===== config.mk =====
export PLATFORM = sky130hd
export DESIGN_NAME = text_pixel_gen
export DESIGN_NICKNAME = d
export VERILOG_FILES = /design/src/rtl/text_pixel_gen.sv
export SDC_FILE = /design/constraint.sdc
export NUM_CORES = 1
export LEC_CHECK = 0
export BUFFER_PORTS_ARGS = -buffer_cell sky130_fd_sc_hd__buf_2
export CAP_MARGIN = 40
export CORE_MARGIN = 2
export CORE_UTILIZATION = 49
export DETAILED_ROUTE_END_ITERATION = 8
export PLACE_DENSITY = 0.84
export SLEW_MARGIN = 10
export SYNTH_ARGS = -nofsm -noshare
export SYNTH_HDL_FRONTEND = slang
export SYNTH_SLANG_ARGS = --single-unit

===== constraint.sdc =====
create_clock -name clk_i -period 3.9 [get_ports clk_i]
set_input_delay 0.585 -clock clk_i [delete_from_list [all_inputs] [get_ports clk_i]]
set_output_delay 0.585 -clock clk_i [all_outputs]
set_load 0.02 [all_outputs]

===== src/rtl/text_pixel_gen.sv =====
// Text-mode pixel generator: VGA timing in, per-pixel attribute + fg/bg select out, 3-cycle latency.
// Optional hardware cursor underline enabled by defining TEXT_PIXEL_GEN_CURSOR_EN.
module text_pixel_gen #(
  parameter int COLS         = 80,
  parameter int ROWS         = 30,
  parameter int ADDR_W       = 12,
  parameter int BLINK_FRAMES = 16
) (
  input  logic              clk_i,
  input  logic              rstn_i,
  input  logic [9:0]        hcount_i,
  input  logic [9:0]        vcount_i,
  input  logic              de_i,
  input  logic              hsync_i,
  input  logic              vsync_i,
`ifdef TEXT_PIXEL_GEN_CURSOR_EN
  input  logic              cursor_en_i,
  input  logic [6:0]        cursor_col_i,
  input  logic [4:0]        cursor_row_i,
`endif
  output logic [ADDR_W-1:0] tbuf_addr_o,
  input  logic [15:0]       tbuf_rdata_i,
  output logic [11:0]       font_addr_o,
  input  logic [7:0]        font_rdata_i,
  output logic [7:0]        attr_o,
  output logic              pix_on_o,
  output logic              de_o,
  output logic              hsync_o,
  output logic              vsync_o
);

  localparam int CNT_W = $clog2(BLINK_FRAMES);

  if (BLINK_FRAMES < 2 || COLS < 1 || ROWS < 1) begin : g_bad_params
    $error("text_pixel_gen: BLINK_FRAMES must be >= 2 and COLS/ROWS >= 1");
  end

  logic [6:0]       col;
  logic [5:0]       row;

  logic             s1_de;
  logic             s1_hsync;
  logic             s1_vsync;
  logic [2:0]       s1_x;
  logic [3:0]       s1_y;

  logic             s2_de;
  logic             s2_hsync;
  logic             s2_vsync;
  logic [2:0]       s2_x;
  logic [7:0]       s2_attr;

  logic             vsync_q;
  logic             vsync_fall;
  logic [CNT_W-1:0] blink_cnt;
  logic             blink_phase;

  logic             glyph_bit;
  logic             pix_next;

  assign col = hcount_i[9:3];
  assign row = vcount_i[9:4];

  // Rows beyond the visible area simply wrap in the address space.
  assign tbuf_addr_o = de_i ? (ADDR_W'(row) * ADDR_W'(COLS) + ADDR_W'(col)) : '0;

  assign font_addr_o = {tbuf_rdata_i[7:0], s1_y};

  always_ff @(posedge clk_i) begin
    if (!rstn_i) begin
      s1_de    <= 1'b0;
      s1_hsync <= 1'b1;
      s1_vsync <= 1'b1;
      s1_x     <= '0;
      s1_y     <= '0;
    end else begin
      s1_de    <= de_i;
      s1_hsync <= hsync_i;
      s1_vsync <= vsync_i;
      s1_x     <= hcount_i[2:0];
      s1_y     <= vcount_i[3:0];
    end
  end

  always_ff @(posedge clk_i) begin
    if (!rstn_i) begin
      s2_de    <= 1'b0;
      s2_hsync <= 1'b1;
      s2_vsync <= 1'b1;
      s2_x     <= '0;
      s2_attr  <= '0;
    end else begin
      s2_de    <= s1_de;
      s2_hsync <= s1_hsync;
      s2_vsync <= s1_vsync;
      s2_x     <= s1_x;
      s2_attr  <= tbuf_rdata_i[15:8];
    end
  end

  assign vsync_fall = vsync_q & ~vsync_i;

  always_ff @(posedge clk_i) begin
    if (!rstn_i) begin
      vsync_q     <= 1'b1;
      blink_cnt   <= '0;
      blink_phase <= 1'b0;
    end else begin
      vsync_q <= vsync_i;
      if (vsync_fall) begin
        if (blink_cnt == CNT_W'(BLINK_FRAMES - 1)) begin
          blink_cnt   <= '0;
          blink_phase <= ~blink_phase;
        end else begin
          blink_cnt <= blink_cnt + CNT_W'(1);
        end
      end
    end
  end

  assign glyph_bit = font_rdata_i[3'd7 - s2_x];

`ifdef TEXT_PIXEL_GEN_CURSOR_EN
  logic cursor_hit;
  logic s1_cursor;
  logic s2_cursor;

  // Underline cursor on the bottom two scanlines of the selected cell, shown in the non-blink half.
  assign cursor_hit = cursor_en_i & (col == cursor_col_i) & (row == {1'b0, cursor_row_i})
                    & (vcount_i[3:0] >= 4'd14);

  always_ff @(posedge clk_i) begin
    if (!rstn_i) begin
      s1_cursor <= 1'b0;
      s2_cursor <= 1'b0;
    end else begin
      s1_cursor <= cursor_hit;
      s2_cursor <= s1_cursor;
    end
  end

  assign pix_next = (glyph_bit & ~(s2_attr[7] & blink_phase) & s2_de)
                  ^ (s2_cursor & ~blink_phase & s2_de);
`else
  assign pix_next = glyph_bit & ~(s2_attr[7] & blink_phase) & s2_de;
`endif

  always_ff @(posedge clk_i) begin
    if (!rstn_i) begin
      attr_o   <= '0;
      pix_on_o <= 1'b0;
      de_o     <= 1'b0;
      hsync_o  <= 1'b1;
      vsync_o  <= 1'b1;
    end else begin
      attr_o   <= s2_de ? s2_attr : 8'h00;
      pix_on_o <= pix_next;
      de_o     <= s2_de;
      hsync_o  <= s2_hsync;
      vsync_o  <= s2_vsync;
    end
  end

endmodule


==> metrics.cfg <==
[route]
wirelength_mm=3.06
drcViolationCount=0
wl_per_cell_um=10.8
drt_iter0_drc=37
via_per_inst=4.70
vias=1330
ant_nets=0
drtPass1Iterations=4

[setup_path]
critPathLaunch=vcount_i[5]
reg2reg_from=s2_x[0]$_SDFF_PN0_
worstPathRequired_ns=3.31
cpMaxStageDelayCell=fa_1
cp-endpoint=tbuf_addr_o[11]
rrSetupSlack_ns=2.68
cpPeakStageDelay_ns=0.43
rr_worst_depth=3
critPathKind=primary input to primary output
crit_arrival_ns=2.71
r2r_end=pix_on_o$_SDFF_PN0_
crit_fanout=3
worst_setup_path_start_kind=primary input
path_cells=buf_2, ha_1, ha_1, inv_1, fa_1, or2b_1, nor2_1, nor4b_4, xnor2_1, and2_1, buf_2
crit_cells=11
cp_top_family=adder cells
crit_buf_inv=3
crit_path_end_kind=primary output

[floorplanning]
die_x_um=64.3
io_pins=85
fp.coreArea_um2=3420
die_h_um=64.3
start_util_pct=52.2
die-area_um2=4130
rows=21

[clock_tree]
path_clk_slew_ns=0.13
cts_buffer_depth=2
cts-root-buf=clkbuf_4
cts_tree=built
clkLatencyLatePin_ns=0.35
cts_buffers=5
cts_resized=0
postCtsSetupRepairBufs=0
cts_hold_buf=0
clock_sinks=41
cts_max_level=2

[sta]
finClkSkew_ns=0.0125
hold_violations=0
worstMarginPinSlew_ns=0.509
setup_viol=0
setup_tns_ns=0
min_period_over_period_pct=84.5
fmax_ghz=0.303
slew-limit-headroom_pct=66.1
rsz0062_at_grt=false
slew_viol_final=0
timing.hold.ws_ns=0.419
fin_crit_ns=3.30

[global_routing]
grt_usage_pct=15.7
grt_max_degree=41
antenna_found_initial=0
grt_pass1_wl_mm=5.04
grt_pass1_vias=1254
overflow=0

[layout]
nets=299
mostFrequentLayoutCells=buf_2, dfxtp_1, and2_1
layout_commonest_cell=buf_2
drive_gt1_share_pct=33.8
area_growth_pct=23.9
finalInstanceArea_um2=2210
diodes=0
finalCoreUtilization_pct=64.6

[placement]
hpwl_mm=2.37
place_area_um2=2100
numPortBuffers=68
place.gp.congestion=0.765

[power_and_ir_drop]
p_leak_nw=1.10
pwr_density_cell_nw_per_um2=424
ir_drop_v=0.000148

[synthesis]
synth_seq_cells=41
syn_area_um2=1780
syn_nets=237
synthTopCellsByArea=dfxtp_1, and2_1, ha_1
yosysSeqAreaShare_pct=46.1
synth.avg_cell_area_um2=10.2
yosys.area.top_type_share_pct=46.1
syn_inst=174
synth.distinct_cells=28
synth_largest_area_cell=dfxtp_1
ys.warnings.count=0

[hold_path]
hp-class=flip-flop to flip-flop

[flow_run]
max_cap_viol_count=0

[outcome]
status=complete, no violations

## synthesized netlist by cell type
| library cell | n |
|---|---|
| dfxtp_1 | 41 |
| and2_1 | 33 |
| ha_1 | 12 |
| and3_1 | 8 |
| buf_4 | 8 |
| inv_1 | 7 |
| nand2_1 | 7 |
| nand2b_1 | 7 |
| nor2_1 | 7 |
| xnor2_1 | 7 |
| a21oi_1 | 5 |
| clkbuf_1 | 5 |
| nor2b_1 | 5 |
| nand3_1 | 3 |
| fa_1 | 2 |
| mux4_2 | 2 |
| o21ai_0 | 2 |
| or2b_1 | 2 |
| xor2_1 | 2 |
| a21boi_0 | 1 |
| a21o_1 | 1 |
| a311oi_1 | 1 |
| and3_4 | 1 |
| mux2i_1 | 1 |
| nand4_1 | 1 |
| nor3b_1 | 1 |
| nor4b_4 | 1 |
| o211a_1 | 1 |
## per-stage QoR
stage / total power [mW] / worst slack (ns) / cells
3_5_place_dp: 0.610 / 0.583 / 275
6_report: 0.936 / 0.604 / 283
5_1_grt: 0.983 / 0.446 / 283
4_1_cts: 0.947 / 0.576 / 283
2_1_floorplan: 0.570 / 0.856 / 174
3_3_place_gp: 0.605 / 0.626 / 275
## worst register-to-register path, stage by stage, from the launching register on
cell	delay [ns]
dfxtp_1	0.39
mux4_2	0.50
mux2i_1	0.18
nor2_1	0.05
## layer usage
metal / GRT usage, % / vias to the layer above / wire [um] / part of all wire, %
met5: 0 / - / 0 / 0
met4: 7.98 / 0 / 59 / 1.9
met3: 4.93 / 11 / 206 / 6.7
met2: 28.4 / 51 / 1540 / 50
met1: 16.3 / 587 / 1250 / 41
li1: - / 681 / - / -
## layout make-up
type                       count  area (um2)
tap                           46        57.6
sequential                    41         821
fill                         311        1210
clock inverter                 3        68.8
timing repair buffer          68         340
inverter                       7        26.3
clock buffer                   5        37.5
multi-input combinational    113         856
## registers in the layout (all words and copies together), names as in the netlist, 3 cells and up
name	flops
attr_o	8
blink_cnt	4
s1_x	3
s1_y	4
s2_attr	8
s2_x	3
## worst min path at each step
stage	from	to	slack (ns)	depth (start not counted)
finish	s2_vsync$_SDFF_PN1_	vsync_o$_SDFF_PN1_	0.42	1
global placement	s1_hsync$_SDFF_PN1_	s2_hsync$_SDFF_PN1_	0.39	1
global route	hsync_i	s1_hsync$_SDFF_PN1_	0.40	2
floorplan	s2_hsync$_SDFF_PN1_	hsync_o$_SDFF_PN1_	0.39	1
detailed placement	s2_vsync$_SDFF_PN1_	vsync_o$_SDFF_PN1_	0.40	1
CTS	hsync_i	s1_hsync$_SDFF_PN1_	0.41	2
## cells by family (layout without fill, tap and decap cells)
kind of cell             count (synthesis)  in the layout  synth area share (%)
adder cells (fa/ha/maj)                 14             14                  10.7
AND/OR/NAND/NOR                         76             76                  26.0
flip-flops                              41             41                  46.1
buffers and inverters                   20             83                  5.90
AO/OA/AOI/OAI                           11             11                  3.86
XOR/XNOR                                 9              9                  4.42
multiplexers                             3              3                  3.09
## where the power goes
part / switching [mW] / total (mW) / internal [mW]
Combinational: 0.0821 / 0.158 / 0.0762
Clock: 0.136 / 0.338 / 0.202
Sequential: 0.00588 / 0.440 / 0.434
Total: 0.224 / 0.936 / 0.712
Power figures use the tool's default switching activity.
